## src/rtl/ram16x8_pkg.sv

```systemverilog
// Shared constants and response payload for the 16x8 memory responder.
// Imported by the storage block and the response pipeline.
package ram16x8_pkg;

  localparam int DW    = 8;
  localparam int AW    = 4;
  localparam int DEPTH = 1 << AW;

  typedef struct packed {
    logic [DW-1:0] data;
    logic          err;
  } ram_rsp_t;

endpackage

```

## src/rtl/ram16x8_store.sv

```systemverilog
// Data array, written-location bitmap and distinct-write counter.
// Presents a write-first combinational lookup for the read address.
module ram16x8_store
  import ram16x8_pkg::*;
(
  input  logic          clk,
  input  logic          rst_n,
  input  logic          clr,
  input  logic          we,
  input  logic [AW-1:0] waddr,
  input  logic [DW-1:0] din,
  input  logic [AW-1:0] raddr,
  output ram_rsp_t      rsp,
  output logic [AW:0]   wcount
);

  logic [DW-1:0]    mem_q [DEPTH];
  logic [DW-1:0]    mem_d [DEPTH];
  logic [DEPTH-1:0] wr_q;
  logic [DEPTH-1:0] wr_d;
  logic [AW:0]      wcount_q;
  logic [AW:0]      wcount_d;

  always_comb begin
    mem_d    = mem_q;
    wr_d     = clr ? '0 : wr_q;
    wcount_d = clr ? '0 : wcount_q;
    if (we) begin
      mem_d[waddr] = din;
      wr_d[waddr]  = 1'b1;
      // clr wipes the bitmap, so the write always counts then
      if (clr || !wr_q[waddr]) begin
        wcount_d = wcount_d + {{AW{1'b0}}, 1'b1};
      end
    end
  end

  always_comb begin
    rsp.data = '0;
    rsp.err  = 1'b1;
    if (we && (waddr == raddr)) begin
      rsp.data = din;
      rsp.err  = 1'b0;
    end else if (!clr && wr_q[raddr]) begin
      rsp.data = mem_q[raddr];
      rsp.err  = 1'b0;
    end
  end

  always_ff @(posedge clk or negedge rst_n) begin
    if (!rst_n) begin
      mem_q    <= '{default: '0};
      wr_q     <= '0;
      wcount_q <= '0;
    end else begin
      mem_q    <= mem_d;
      wr_q     <= wr_d;
      wcount_q <= wcount_d;
    end
  end

  assign wcount = wcount_q;

endmodule

```

## src/rtl/sync_ram_resp16x8.sv

```systemverilog
// 16x8 memory responder with read-valid, unwritten-read error flag and
// an optional second output register stage.
module sync_ram_resp16x8 #(
  parameter int DW      = ram16x8_pkg::DW,
  parameter int AW      = ram16x8_pkg::AW,
  parameter int OUT_REG = 0
) (
  input  logic          clk,
  input  logic          rst,
  input  logic          clr,
  input  logic          we,
  input  logic [AW-1:0] waddr,
  input  logic [DW-1:0] din,
  input  logic          re,
  input  logic [AW-1:0] raddr,
  output logic [DW-1:0] dout,
  output logic          rvalid,
  output logic          rerr,
  output logic [AW:0]   wcount
);
  import ram16x8_pkg::*;

  ram_rsp_t rsp;
  ram_rsp_t s1_q;
  ram_rsp_t s1_d;
  ram_rsp_t s2_q;
  ram_rsp_t s2_d;
  logic     v1_q;
  logic     v1_d;
  logic     v2_q;
  logic     v2_d;

  ram16x8_store u_store (
    .clk    (clk),
    .rst_n  (rst),
    .clr    (clr),
    .we     (we),
    .waddr  (waddr),
    .din    (din),
    .raddr  (raddr),
    .rsp    (rsp),
    .wcount (wcount)
  );

  // data holds between reads; err only reports on a valid beat
  always_comb begin
    v1_d      = re;
    s1_d.data = re ? rsp.data : s1_q.data;
    s1_d.err  = re & rsp.err;
    v2_d      = v1_q;
    s2_d.data = v1_q ? s1_q.data : s2_q.data;
    s2_d.err  = v1_q & s1_q.err;
  end

  always_ff @(posedge clk or negedge rst) begin
    if (!rst) begin
      v1_q <= 1'b0;
      s1_q <= '0;
      v2_q <= 1'b0;
      s2_q <= '0;
    end else begin
      v1_q <= v1_d;
      s1_q <= s1_d;
      v2_q <= v2_d;
      s2_q <= s2_d;
    end
  end

  always_comb begin
    if (OUT_REG != 0) begin
      dout   = s2_q.data;
      rvalid = v2_q;
      rerr   = s2_q.err;
    end else begin
      dout   = s1_q.data;
      rvalid = v1_q;
      rerr   = s1_q.err;
    end
  end

endmodule

```

## config.mk

```make
export PLATFORM = sky130hd
export DESIGN_NAME = sync_ram_resp16x8
export DESIGN_NICKNAME = d
export VERILOG_FILES = /design/src/rtl/ram16x8_pkg.sv /design/src/rtl/ram16x8_store.sv /design/src/rtl/sync_ram_resp16x8.sv
export SDC_FILE = /design/constraint.sdc
export NUM_CORES = 1
export LEC_CHECK = 0
export ABC_CLOCK_PERIOD_IN_PS = 4050
export BUFFER_PORTS_ARGS = -buffer_cell sky130_fd_sc_hd__buf_2
export CAP_MARGIN = 10
export CORE_MARGIN = 3
export CORE_UTILIZATION = 55
export CTS_CLUSTER_SIZE = 20
export DETAILED_ROUTE_END_ITERATION = 10
export GPL_TIMING_DRIVEN = 0
export HOLD_SLACK_MARGIN = 0.1
export PLACE_DENSITY = 0.73
export SLEW_MARGIN = 15
export SYNTH_ARGS = -nofsm -noshare
export SYNTH_HDL_FRONTEND = slang
export SYNTH_HIERARCHICAL = 1
export SYNTH_SLANG_ARGS = --single-unit
```

## constraint.sdc

```tcl
create_clock -name clk -period 4.05 [get_ports clk]
set_input_delay 0.405 -clock clk [delete_from_list [all_inputs] [get_ports clk]]
set_output_delay 0.405 -clock clk [all_outputs]
set_load 0.005 [all_outputs]
```

==> flow_metrics.tcl <==
set metrics [dict create \
    synth_cells 503 \
    ys_seq_area_share_pct 53.2 \
    gp_congestion 0.878 \
    seq_area_um2 3980 \
    finalWirelength_um 17000 \
    fin_setup_tns_ns 0 \
    netlist_area_um2 7480 \
    postCtsSetupRepairBufs 0 \
    die_area_um2 15000 \
    first_pass_iters 4 \
    cts-resized-gates 0 \
    track_usage_pct 24.7 \
    path_max_fanout 10 \
    dp_cells 707 \
    synth_top_family_by_area "multiplexers" \
    area_growth_pct 13.0 \
    period_share_pct 55.3 \
    grt_pass1_wl_um 27200 \
    antenna_found_initial 0 \
    yosys.area_share.simple_pct 3.45 \
    finalSetupViolCount 0 \
    die_w_um 123 \
    vias_per_cell 6.12 \
    critPathLaunchType "input port" \
    post_route_cells_drive_above_1_share_pct 44.0 \
    clock_sink_count 159 \
    clk_pin_slew_ns 0.06 \
    cts_tree "done" \
    vdd_drop_max_uv 365 \
    power_density_nw_per_um2 502 \
    crit_required_ns 4.35 \
    clk_path_buf_depth 2 \
    grt_overflow 0 \
    yosys.area_share.xor_xnor_pct 0.469 \
    nFillCells 953 \
    hp-class "in -> reg" \
    pin_count 36 \
    relSlewSlack_pct 11.5 \
    start_util_pct 57.8 \
    hold_viol_final 0 \
    fmax_ghz 0.446 \
    syn_area_per_cell_um2 14.9 \
    nNetsFinal 577 \
    slew_violations 0 \
    drtIter0Drc 358 \
    status "finished, final reports clean" \
    worst_slack_ns 1.81 \
    worst_skew_pair.late_latency_ns 0.42 \
    die_h_um 123 \
    muxShareOfSynthArea_pct 34.0 \
    drc 0 \
    synth-compound-area-share_pct 5.86 \
    crit_arrival_ns 2.54 \
    postRouteAntennaNets 0 \
    critPathCaptureType "flop" \
    row_count 41 \
    fin_cells 740 \
    tightest_slew_ns 1.32 \
    finalClockSkew_ns 0.0103 \
    numPortBuffers 31 \
    rsz0062_at_grt "no" \
    post-place-ws_ns 1.37 \
    dpl.hpwl_um 11500 \
    grt_pass1_vias 4770 \
    ys_seq_elements 159 \
    whs_ns 0.126 \
    yosys_warnings 6 \
    synth_fp_nets 525 \
    multi_input_area_um2 3300 \
    ctsRootBufferMaster "clkbuf_16" \
    leakage_uw 0.00379 \
    yosysUniqueCellTypes 37 \
    cts_max_level 4 \
    cap_violations 0 \
    synth_fa_ha_area_share_pct 0.167 \
    n_antenna_cell 0 \
    coreArea_um2 12900 \
    path_class "in -> reg" \
    numCtsBuffers 17 \
    wl_per_cell_um 23.0 \
    vias 4528 \
    min_period_ns 2.24 \
    grt_max_degree 83 \
]
report_power, final:
part | leakage (uW) | total, uW | internal (uW) | switching (uW)
clock | 0.000267 | 1470 | 850 | 619
combinational | 0.00153 | 711 | 431 | 280
sequential | 0.00199 | 2060 | 1900 | 157
worst max-delay path: stages:
cell and delay [ns]:
buf_2 0.18, clkbuf_1 0.59, mux4_2 0.41, a22oi_1 0.36
a211oi_1 0.13, a21o_1 0.19, mux2_4 0.25
flip-flops by register name, indices dropped and copies added, names as in the netlist:
| signal | count |
|---|---|
| dout | 8 |
| u_store/wr_q | 16 |
| u_store/mem_q | 128 |
| u_store/wcount | 5 |
| rerr | 1 |
| rvalid | 1 |
cell usage in the layout (no fill, tap or decap), types with 2 or more instances in the layout:
master        n
a211oi_1      8
a21o_1       18
a21oi_1       5
a22oi_1      16
a2bb2oi_1     2
buf_2        34
buf_4         3
buf_6         4
clkbuf_1     25
clkbuf_16    17
clkbuf_8      4
clkinv_2      3
clkinv_4      2
clkinvlp_4    2
dfrtp_1     159
inv_1        11
mux2_2      128
mux2_4        8
mux2i_1      10
mux2i_4       2
mux4_2       36
nand2_1       5
nand2b_1      4
nand3_1       5
nand3b_1      2
nand4_1       2
nor2_1       14
nor2b_1       6
nor3_1        2
o21ai_0      10
or3_1         4
xnor2_1       3
final cells by class:
type	count	share of cell area (%)
inverter	11	0.489
timing repair buffer	33	2.40
multi-input combinational	300	39.0
sequential	159	47.1
clock inverter	8	0.666
tap	172	2.55
buffer	33	2.01
clock buffer	24	5.82
kinds of logic after synthesis:
family / Yosys count
xor+xnor: 4
compound gates: 62
mux: 185
flops: 159
fa+ha+maj: 1
simple gates: 48
buf+inv: 44
per-stage QoR:
stage,utilization (%),total power (uW),instance area [um^2]
CTS,65.4,4270,8450
global placement,60.7,2740,7850
detailed placement,61.1,2800,7890
global route,65.4,4440,8450
floorplan,-,2570,7480
finish,65.4,4240,8450
routing by layer:
metal | routed length [um] | global-route usage [%]
met4 | 257 | 7.42
met3 | 1060 | 4.84
met2 | 8100 | 38.5
met1 | 7630 | 35.7
met5 | 0 | 0
cell usage after synthesis:
| master | instances | area share (%) |
|---|---|---|
| dfrtp_1 | 159 | 53 |
| mux2_2 | 128 | 19 |
| mux4_2 | 36 | 11 |
| clkbuf_1 | 22 | 1.1 |
| a21o_1 | 18 | 1.8 |
| a22oi_1 | 16 | 1.6 |
| nor2_1 | 14 | 0.70 |
| inv_1 | 11 | 0.55 |
| mux2i_1 | 10 | 1.3 |
| o21ai_0 | 10 | 0.67 |
| a211oi_1 | 8 | 0.80 |
| mux2_4 | 8 | 1.6 |
| nor2b_1 | 6 | 0.50 |
| a21oi_1 | 5 | 0.33 |
| nand2_1 | 5 | 0.25 |
| nand3_1 | 5 | 0.33 |
| buf_2 | 4 | 0.27 |
| buf_6 | 4 | 0.60 |
| nand2b_1 | 4 | 0.33 |
| or3_1 | 4 | 0.33 |
| buf_4 | 3 | 0.30 |
| xnor2_1 | 3 | 0.35 |
| a2bb2oi_1 | 2 | 0.23 |
| mux2i_4 | 2 | 0.60 |
| nand3b_1 | 2 | 0.20 |
| nand4_1 | 2 | 0.17 |
| nor3_1 | 2 | 0.13 |
| a22oi_2 | 1 | 0.17 |
| a311oi_1 | 1 | 0.12 |
| and2_1 | 1 | 0.084 |
| and2_2 | 1 | 0.10 |
| ha_1 | 1 | 0.17 |
| mux4_1 | 1 | 0.35 |
| nor3_2 | 1 | 0.13 |
| nor4_2 | 1 | 0.17 |
| o311ai_0 | 1 | 0.12 |
| xor2_1 | 1 | 0.12 |
final timing paths:
check                                                     from                        endpoint  slack [ns]  depth (start not counted)
worst max-delay path                                  raddr[1]             dout[3]$_DFFE_PN0P_        1.81                          7
worst min register to register  u_store/mem_q[105]$_DFFE_PN0P_  u_store/mem_q[105]$_DFFE_PN0P_        0.50                          1
min in group asynchronous                                  rst     u_store/wcount[3]$_DFF_PN0_        0.54                          2
worst min-delay path                                        re                rvalid$_DFF_PN0_        0.13                          1
max in group asynchronous                                  rst   u_store/mem_q[20]$_DFFE_PN0P_        2.72                          3
worst max register to register      u_store/wr_q[15]$_DFF_PN0_             dout[7]$_DFFE_PN0P_        1.87                          6
repair_timing:
| item | CTS | global route |
|---|---|---|
| setup endpoints to repair | 0 | 0 |
| hold endpoints to repair | 77 | 0 |
| hold buffers | 1 | 0 |
(Power assumes the default switching activity.)
